[config.mk]
export PLATFORM = sky130hd
export DESIGN_NAME = axi_lite_pwm
export DESIGN_NICKNAME = d
export VERILOG_FILES = /design/src/rtl/axi_lite_pwm_pkg.sv /design/src/rtl/axi_lite_pwm_core.sv /design/src/rtl/axi_lite_pwm.sv
export SDC_FILE = /design/constraint.sdc
export NUM_CORES = 1
export LEC_CHECK = 0
export BUFFER_PORTS_ARGS = -buffer_cell sky130_fd_sc_hd__buf_2
export CAP_MARGIN = 20
export CORE_MARGIN = 10
export CORE_UTILIZATION = 54
export CTS_CLUSTER_DIAMETER = 60
export DETAILED_ROUTE_END_ITERATION = 12
export GPL_TIMING_DRIVEN = 0
export PLACE_DENSITY = 0.77
export SLEW_MARGIN = 20
export SYNTH_ARGS = -nofsm -noshare
export SYNTH_HDL_FRONTEND = slang
export SYNTH_SLANG_ARGS = --single-unit
[constraint.sdc]
create_clock -name axi_lite_aclk -period 5.4 [get_ports axi_lite_aclk]
set_input_delay 0.54 -clock axi_lite_aclk [delete_from_list [all_inputs] [get_ports axi_lite_aclk]]
set_output_delay 0.54 -clock axi_lite_aclk [all_outputs]
set_load 0.03 [all_outputs]
[src/rtl/axi_lite_pwm_pkg.sv]
// Shared constants and types for the AXI-Lite PWM peripheral.
// Register offsets, write response codes and the write FSM state encoding.
package axi_lite_pwm_pkg;

    localparam logic [7:0] CTRL_OFS   = 8'h00;
    localparam logic [7:0] PRESC_OFS  = 8'h04;
    localparam logic [7:0] PERIOD_OFS = 8'h08;
    localparam logic [7:0] DUTY_OFS   = 8'h0C;
    localparam logic [7:0] POL_OFS    = 8'h10;

    localparam logic [1:0] BRESP_OKAY   = 2'b00;
    localparam logic [1:0] BRESP_SLVERR = 2'b10;

    typedef enum logic [1:0] {
        IDLE,
        DATA,
        RESP
    } state_t;

endpackage

[src/rtl/axi_lite_pwm_core.sv]
// PWM engine: prescaler, period counter, shadow-register loading and comparator.
// The output is registered; pol selects the inactive level and inverts the waveform.
module pwm_core
    import axi_lite_pwm_pkg::*;
#(
    parameter int CNT_W = 32
) (
    input  logic             clk,
    input  logic             rst,
    input  logic             enable,
    input  logic             pol,
    input  logic [CNT_W-1:0] presc,
    input  logic [CNT_W-1:0] period,
    input  logic [CNT_W-1:0] duty,
    output logic             pwm
);

    logic [CNT_W-1:0] pc;
    logic [CNT_W-1:0] cnt;
    logic [CNT_W-1:0] period_a;
    logic [CNT_W-1:0] duty_a;
    logic [CNT_W-1:0] presc_m1;
    logic             tick;
    logic             wrap;
    logic             level;

    // >= rather than == so that lowering PRESC mid-count wraps at once
    always_comb begin
        presc_m1 = (presc == '0) ? '0 : presc - 1'b1;
        tick     = (pc >= presc_m1);
        wrap     = (period_a == '0) || (cnt >= period_a - 1'b1);
        level    = (period_a != '0) && (cnt < duty_a);
    end

    always_ff @(posedge clk) begin
        if (rst) begin
            pc       <= '0;
            cnt      <= '0;
            period_a <= '0;
            duty_a   <= '0;
            pwm      <= 1'b0;
        end else if (!enable) begin
            pc       <= '0;
            cnt      <= '0;
            period_a <= period;
            duty_a   <= duty;
            pwm      <= pol;
        end else begin
            pc  <= tick ? '0 : pc + 1'b1;
            pwm <= level ^ pol;
            if (tick) begin
                if (wrap) begin
                    cnt      <= '0;
                    period_a <= period;
                    duty_a   <= duty;
                end else begin
                    cnt <= cnt + 1'b1;
                end
            end
        end
    end

endmodule

[src/rtl/axi_lite_pwm.sv]
// Write-only AXI4-Lite PWM peripheral: CTRL/PRESC/PERIOD/DUTY registers feeding pwm_core.
// Define AXI_LITE_PWM_POLARITY_EN to add the POL register at 0x10.
module axi_lite_pwm
    import axi_lite_pwm_pkg::*;
#(
    parameter int CNT_W  = 32,
    parameter int ADDR_W = 32
) (
    input  logic              axi_lite_aclk,
    input  logic              axi_lite_areset,
    output logic              pwm,
    input  logic [ADDR_W-1:0] axi_lite_awaddr,
    input  logic              axi_lite_awvalid,
    output logic              axi_lite_awready,
    input  logic [31:0]       axi_lite_wdata,
    input  logic              axi_lite_wvalid,
    output logic              axi_lite_wready,
    output logic [1:0]        axi_lite_bresp,
    output logic              axi_lite_bvalid,
    input  logic              axi_lite_bready
);

    state_t            state;
    logic [ADDR_W-1:0] addr_q;
    logic [31:0]       ctrl;
    logic [CNT_W-1:0]  presc;
    logic [CNT_W-1:0]  period;
    logic [CNT_W-1:0]  duty;
    logic              pol_bit;
    logic              addr_ok;
    logic              sel_ctrl;
    logic              sel_presc;
    logic              sel_period;
    logic              sel_duty;
    logic              unused_ctrl;

    assign unused_ctrl = ^ctrl[31:1];

`ifdef AXI_LITE_PWM_POLARITY_EN
    logic sel_pol;
    logic pol_q;
    assign pol_bit = pol_q;
`else
    assign pol_bit = 1'b0;
`endif

    always_comb begin
        addr_ok    = 1'b0;
        sel_ctrl   = 1'b0;
        sel_presc  = 1'b0;
        sel_period = 1'b0;
        sel_duty   = 1'b0;
`ifdef AXI_LITE_PWM_POLARITY_EN
        sel_pol    = 1'b0;
`endif
        if (addr_q[ADDR_W-1:8] == '0) begin
            case (addr_q[7:0])
                CTRL_OFS:   begin addr_ok = 1'b1; sel_ctrl   = 1'b1; end
                PRESC_OFS:  begin addr_ok = 1'b1; sel_presc  = 1'b1; end
                PERIOD_OFS: begin addr_ok = 1'b1; sel_period = 1'b1; end
                DUTY_OFS:   begin addr_ok = 1'b1; sel_duty   = 1'b1; end
                POL_OFS: begin
`ifdef AXI_LITE_PWM_POLARITY_EN
                    addr_ok = 1'b1;
                    sel_pol = 1'b1;
`endif
                end
                default: ;
            endcase
        end
    end

    always_ff @(posedge axi_lite_aclk) begin
        if (axi_lite_areset) begin
            state            <= IDLE;
            addr_q           <= '0;
            axi_lite_awready <= 1'b1;
            axi_lite_wready  <= 1'b0;
            axi_lite_bvalid  <= 1'b0;
            axi_lite_bresp   <= BRESP_OKAY;
            ctrl             <= '0;
            presc            <= '0;
            period           <= '0;
            duty             <= '0;
`ifdef AXI_LITE_PWM_POLARITY_EN
            pol_q            <= 1'b0;
`endif
        end else begin
            case (state)
                IDLE: begin
                    if (axi_lite_awvalid) begin
                        addr_q           <= axi_lite_awaddr;
                        axi_lite_awready <= 1'b0;
                        axi_lite_wready  <= 1'b1;
                        state            <= DATA;
                    end
                end
                DATA: begin
                    if (axi_lite_wvalid) begin
                        axi_lite_wready <= 1'b0;
                        axi_lite_bvalid <= 1'b1;
                        axi_lite_bresp  <= addr_ok ? BRESP_OKAY : BRESP_SLVERR;
                        if (sel_ctrl)   ctrl   <= axi_lite_wdata;
                        if (sel_presc)  presc  <= axi_lite_wdata[CNT_W-1:0];
                        if (sel_period) period <= axi_lite_wdata[CNT_W-1:0];
                        if (sel_duty)   duty   <= axi_lite_wdata[CNT_W-1:0];
`ifdef AXI_LITE_PWM_POLARITY_EN
                        if (sel_pol)    pol_q  <= axi_lite_wdata[0];
`endif
                        state <= RESP;
                    end
                end
                RESP: begin
                    if (axi_lite_bready) begin
                        axi_lite_bvalid  <= 1'b0;
                        axi_lite_awready <= 1'b1;
                        state            <= IDLE;
                    end
                end
                default: state <= IDLE;
            endcase
        end
    end

    pwm_core #(
        .CNT_W(CNT_W)
    ) u_core (
        .clk    (axi_lite_aclk),
        .rst    (axi_lite_areset),
        .enable (ctrl[0]),
        .pol    (pol_bit),
        .presc  (presc),
        .period (period),
        .duty   (duty),
        .pwm    (pwm)
    );

endmodule

---- After elaboration in Yosys (flattened, before gate mapping) ----
Index checks and enable logic that the tools add are counted.
Widths: inputs -> output; s select.
cells by class
  add/sub/neg operators ................... 4
  $mul .................................... 0
  divide/modulo/power cells ............... 0
  magnitude comparators ................... 3
  eq/ne operators ......................... 10
  shifts and indexed selects .............. 0
  muxes and demuxes ....................... 32
  bitwise operators ....................... 1
  reductions and logical operators ........ 25
operators by type and width
  kind                   number
  $mux 32                8
  $add 32x1->32 const B  2
  $ge 32x32->1           2
  $logic_not 32->1       2
  $sub 32x1->32 const B  2
  $lt 32x32->1           1
  $reduce_bool 32->1     1
  $logic_not 24->1       1
  $reduce_and 3->1       8
  $eq 8x4->1 const B     2
  $mux 1                 16
  $eq 8x3->1 const B     1
  $logic_not 8->1        1
  $mux 2                 4
  $ne 2x2->1 const B     3
  $pmux 1 s2             3
  $pmux 2 s3             1
  $reduce_and 2->1       3
  $reduce_bool 2->1      3
  $ne 2x1->1 const B     2
  $reduce_or 4->1        1
  $reduce_or 3->1        1
  $eq 2x1->1 const B     1
  $eq 2x2->1 const B     1
  other kinds (5)        5
storage, ports and cells
  register bits after elaboration ......... 265
  latch bits .............................. 0
  memory bits (writable) .................. 0
  memory bits (read-only) ................. 0
  input port bits ......................... 69
  output and inout bits ................... 6
  word-level logic and storage cells ...... 90
  memories ................................ 0

---- Longest topological paths before layout ----
  word-level depth ........................ 6
  depth in mapped cells ................... 18
  mapped depth without buffers ............ 16

---- By module ----
From an unflattened synthesis, not the netlist that was laid out.
unflattened totals
  cells, all modules ...................... 1,636
  area, all modules ....................... 14,517.7 um2
modules (own cells, without submodules)
  module        instances  cells an instance  area each (um2)  seq. area each (um2)
  pwm_core      1          1,100              9,198.8          2,582.5
  axi_lite_pwm  1          536                5,318.9          2,702.6

---- Worst setup path after synthesis ----
No wires, ideal clock.
  path kind ............................... register -> register
  from .................................... reg presc[13]
  to ...................................... reg u_core.duty_a[0]
  library setup time ...................... 72 ps
  data arrival time ....................... 5,033 ps
  data required time ...................... 5,328 ps
  slack ................................... 295 ps
  cell stages (with the launch flop) ...... 17
  path buffers ............................ 2
  period minus slack after synthesis ...... 5,105 ps
  cell sequence ........................... dfxtp_1 or3_4 or3_4 or4b_4 or4_4 or4_4 nor3_2 mux2i_1 ha_1 and4_1 a221oi_1 nand2_1 o21ai_1 o21a_1 clkbuf_1 buf_2 mux2i_1
between the ends
  cells in the longest elaborated chain, start to end .. 5
  elaborated cells on any way between the ends .. 6
  classes of those cells .................. add/sub: 1; order compare: 1; eq/ne: 1; mux: 1; reduce/logical: 2
RTL lines
  item                                                      line                     source
  from (decl)                                               axi_lite_pwm.sv:26       logic [CNT_W-1:0] presc;
  from (signal assigned)                                    axi_lite_pwm.sv:104      if (sel_presc) presc <= axi_lite_wdata[CNT_W-1:0];
  $sub 32x1->32 / $logic_not 32->1 (equally long branches)  axi_lite_pwm_core.sv:29  presc_m1 = (presc == '0) ? '0 : presc - 1'b1;
  $mux 32 *                                                 axi_lite_pwm_core.sv:29
  $ge 32x32->1 *                                            axi_lite_pwm_core.sv:30  tick = (pc >= presc_m1);
  $ne 2x1->1 (no line) *                                    n/a
  $reduce_and 2->1 (no line) *                              n/a
  to (signal assigned)                                      axi_lite_pwm_core.sv:46  duty_a <= duty;
  to (signal assigned)                                      axi_lite_pwm_core.sv:55  duty_a <= duty;
  to (decl)                                                 axi_lite_pwm_core.sv:21  logic [CNT_W-1:0] duty_a;
Mark *: on every way between the ends. The rest lies on a longest branch, timed or not.
A chain may end at the register's enable or synchronous reset.

---- Worst setup path after layout ----
  from .................................... reg presc[2]
  to ...................................... reg u_core.duty_a[5]
Same word-level chain as after synthesis.

==> metrics.log <==
INFO  metric result_of_the_run = finished, final reports clean
INFO  metric worst_ep_arrival_time = 5640 ps
INFO  metric route.vias.total = 11.84k
INFO  metric r2r_slack = 240 ps
INFO  metric tritoncts = built
INFO  metric fillers = 2199
INFO  metric dieHeight = 180.3 um
INFO  metric hold_path_class = input port to register
INFO  metric cts-root-buf = sky130_fd_sc_hd__clkbuf_16
INFO  metric buffer_ports.inserted = 73
INFO  metric final_area = 15760 um2
INFO  metric report.final.slew_viol_count = 0
INFO  metric mostFrequentLayoutCells = sky130_fd_sc_hd__nand2_1, sky130_fd_sc_hd__dfxtp_1, sky130_fd_sc_hd__a21oi_1, sky130_fd_sc_hd__nand2b_1, sky130_fd_sc_hd__nor2_1
INFO  metric critical_path.cell_chain = or4_4 -> nor3_2 -> or4b_4 -> or4_4 -> or4_4 -> nor3_2 -> mux2i_1 -> ha_1 -> and4_1 -> a221oi_2 -> nand2_1 -> o21ai_4 -> o21a_4 -> buf_4 -> mux2i_1
INFO  metric floorplan.initialDensity = 54.94%
INFO  metric totalPowerFinal = 4.210 mW
INFO  metric timing.final.crit_period = 5159 ps
INFO  metric synth-seq-cells = 264
INFO  metric final_common_cell = sky130_fd_sc_hd__nand2_1
INFO  metric hold_viol = 0
INFO  metric clock_sinks = 264
INFO  metric preCtsSetupSlack = -659.5 ps
INFO  metric timing.final.crit_share = 95.53%
INFO  metric final_net_count = 1956
INFO  metric worstMarginPinSlew = 781.4 ps
INFO  metric overflow = 0
INFO  metric num_rows = 58
INFO  metric ys_async_sr_fraction = 0%
INFO  metric synth_top_area_cell = sky130_fd_sc_hd__dfxtp_1
INFO  metric grt_first_pass_wirelength = 56760 um
INFO  metric synthesis.yosys.warnings = 0
INFO  metric grt_pass1_vias = 11.36k
INFO  metric synth_edf_count = 0
INFO  metric ir_drop = 237.4 uV
INFO  metric fin_ws = 241.3 ps
INFO  metric clkSlewWorstSetupHoldPaths = 60 ps
INFO  metric slowest_stage = sky130_fd_sc_hd__or4_4
INFO  metric cts.path.max_buffers = 3
INFO  metric cellLeakagePower = 6.157 nW
INFO  metric ant_nets = 0
INFO  metric tightest_hold_margin = 219.4 ps
INFO  metric worst_path_most_repeated_cell = sky130_fd_sc_hd__or4_4
INFO  metric timing.fmax = 0.1938 GHz
INFO  metric via_per_inst = 5.533
INFO  metric tritoncts.num_buffers = 30
INFO  metric synthesis.nets = 1848
INFO  metric post_synth.cell_area_avg = 8.269 um2
INFO  metric io-pin-count = 75
INFO  metric fin_tns_setup = 0 ps
INFO  metric gp_congestion = 0.9016
INFO  metric initialDrtViolationCount = 781
INFO  metric synth_sequential_area_ratio = 38.09%
INFO  metric drc_violation_count_after_routing = 0
INFO  metric syn-instance-count = 1678
INFO  metric slew_headroom = 47.91%
INFO  metric detail_route.first_pass.iterations = 5
INFO  metric place.detailed.hpwl = 27360 um
INFO  metric setup-violations-final = 0
INFO  metric htree_levels = 1
INFO  metric cellPowerDensity = 267.1 nW/um2
INFO  metric worst-path-max-fanout = 10
INFO  metric synth_ff_type = sky130_fd_sc_hd__dfxtp_1
INFO  metric areaGrowthSynthToFinish = 13.60%
INFO  metric die_w = 180.3 um
INFO  metric mappedNetlistArea = 13880 um2
INFO  metric largest_net_degree_at_the_start_of_global_routing = 15
INFO  metric grtUsageTotal = 20.59%
INFO  metric postPlaceCellArea = 14650 um2
INFO  metric rsz0062_at_grt = true
INFO  metric layout-drive-gt1-share = 9.151%
INFO  metric data_required_time_at_the_worst_endpoint = 5880 ps
INFO  metric crit_path_max_incr_delay = 570 ps
INFO  metric core_area = 25250 um2
INFO  metric synth_top_cells_by_area = sky130_fd_sc_hd__dfxtp_1, sky130_fd_sc_hd__ha_1, sky130_fd_sc_hd__nand2_1, sky130_fd_sc_hd__mux2i_1, sky130_fd_sc_hd__nand2b_1
INFO  metric worst_setup_path_end_kind = register
INFO  metric post_synth_num_cell_types = 55
INFO  metric route.final.wire_length = 35470 um
INFO  metric path_class = register to register
INFO  metric timing.clock.skew = 10.99 ps
INFO  metric die_area = 32510 um2
INFO  metric critical_path.startpoint_type = register
INFO  metric synth_top_area_share = 38.09%
INFO  metric wl_per_cell = 16.58 um
INFO  metric grt_antenna_before_repair = 8
INFO  metric maxCapViolations = 0
INFO  metric worstSkewPairLatency = 550 ps
==> per-stage QoR <==
stage / instances / util [%]
after floorplan: 1678 / -
after global placement: 2081 / 58.03
after detailed placement: 2081 / 58.03
after CTS: 2129 / 62.14
after global routing: 2135 / 62.38
final: 2139 / 62.42
==> critical path: cells and delay by family, from the launching register on <==
family	cells	cell delay, ps
compound gates	3	850
simple gates	8	2870
flops	1	350
mux	2	440
buf+inv	1	280
fa+ha+maj	1	290
==> final timing paths <==
| path | from | end | depth (start not counted) |
|---|---|---|---|
| worst max-delay path | presc[2] | u_core.duty_a[5] | 15 |
| worst min-delay path | axi_lite_awaddr[17] | addr_q[17] | 3 |
| worst max register to register | presc[2] | u_core.duty_a[5] | 15 |
| worst min register to register | addr_q[14] | addr_q[14] | 2 |
==> what timing repair did <==
| action | CTS | global route |
|---|---|---|
| endpoints found under the hold margin | 0 | 0 |
| resized for setup | 18 | 14 |
| setup endpoints to repair | 113 | 121 |
| setup buffers | 0 | 4 |
| hold buffers | 0 | 0 |
| pin swaps | 0 | 2 |
==> layer usage <==
layer	wire length, um	up-vias	GRT usage [%]
met2	16510	292	33.92
met4	1089	6	7.448
met3	2237	68	4.839
met5	27	-	0
li1	-	5951	-
met1	15600	5519	25.69
==> cells in the mapped netlist, types with 4 or more instances <==
master	instances
sky130_fd_sc_hd__a211oi_1	8
sky130_fd_sc_hd__or3_1	24
sky130_fd_sc_hd__clkbuf_1	68
sky130_fd_sc_hd__nor3_1	26
sky130_fd_sc_hd__mux2i_1	98
sky130_fd_sc_hd__a21o_1	8
sky130_fd_sc_hd__ha_1	101
sky130_fd_sc_hd__nor3b_1	4
sky130_fd_sc_hd__nor2b_1	9
sky130_fd_sc_hd__nand3b_1	5
sky130_fd_sc_hd__or4_1	20
sky130_fd_sc_hd__nor2_1	125
sky130_fd_sc_hd__nor4_1	15
sky130_fd_sc_hd__a21oi_1	153
sky130_fd_sc_hd__nand4_1	26
sky130_fd_sc_hd__nand2_1	290
sky130_fd_sc_hd__xor2_1	52
sky130_fd_sc_hd__o21ai_0	41
sky130_fd_sc_hd__or2_2	5
sky130_fd_sc_hd__nand2b_1	135
sky130_fd_sc_hd__o31ai_1	10
sky130_fd_sc_hd__nand3_1	26
sky130_fd_sc_hd__buf_2	6
sky130_fd_sc_hd__and3_1	9
sky130_fd_sc_hd__and4_1	9
sky130_fd_sc_hd__and2_1	5
sky130_fd_sc_hd__inv_1	54
sky130_fd_sc_hd__xnor2_1	38
sky130_fd_sc_hd__dfxtp_1	264
==> final cells by class <==
class / instances / area (um2) / area share [%]
tap: 330 / 412.9 / 2.619
clock inverter: 10 / 106.4 / 0.6747
timing repair buffer: 77 / 395.4 / 2.508
buffer: 77 / 325.3 / 2.064
multi-input combinational: 1282 / 8144 / 51.67
clock buffer: 39 / 875.8 / 5.556
sequential: 264 / 5285 / 33.53
inverter: 54 / 202.7 / 1.286
antenna: 6 / 15.01 / 0.09525
==> logic make-up (layout without fill, tap and decap cells) <==
family,Yosys count,count (layout),synth area share [%]
xor gates and xnor gates,90,90,5.681
DFF,264,264,38.09
buffers and inverters,132,257,3.652
adders and majority gates,101,101,9.107
muxes,98,98,7.069
other,1,7,0.02703
AOI/OAI and AO/OA,246,246,9.892
and+or+nand+nor,746,746,26.48
==> sequential cells by signal (all words and copies together), names as in the netlist, 2 cells and up <==
register,count
addr_q,32
duty,32
period,32
presc,32
state,2
u_core.cnt,32
u_core.duty_a,32
u_core.pc,32
u_core.period_a,32
==> report_power, final <==
| group | internal, mW | total (mW) | switching, mW |
|---|---|---|---|
| Combinational | 0.0863 | 0.220 | 0.133 |
| Clock | 1.19 | 2.01 | 0.823 |
| Sequential | 1.97 | 1.98 | 0.0116 |
| Total | 3.24 | 4.21 | 0.968 |
(Power assumes the default switching activity.)
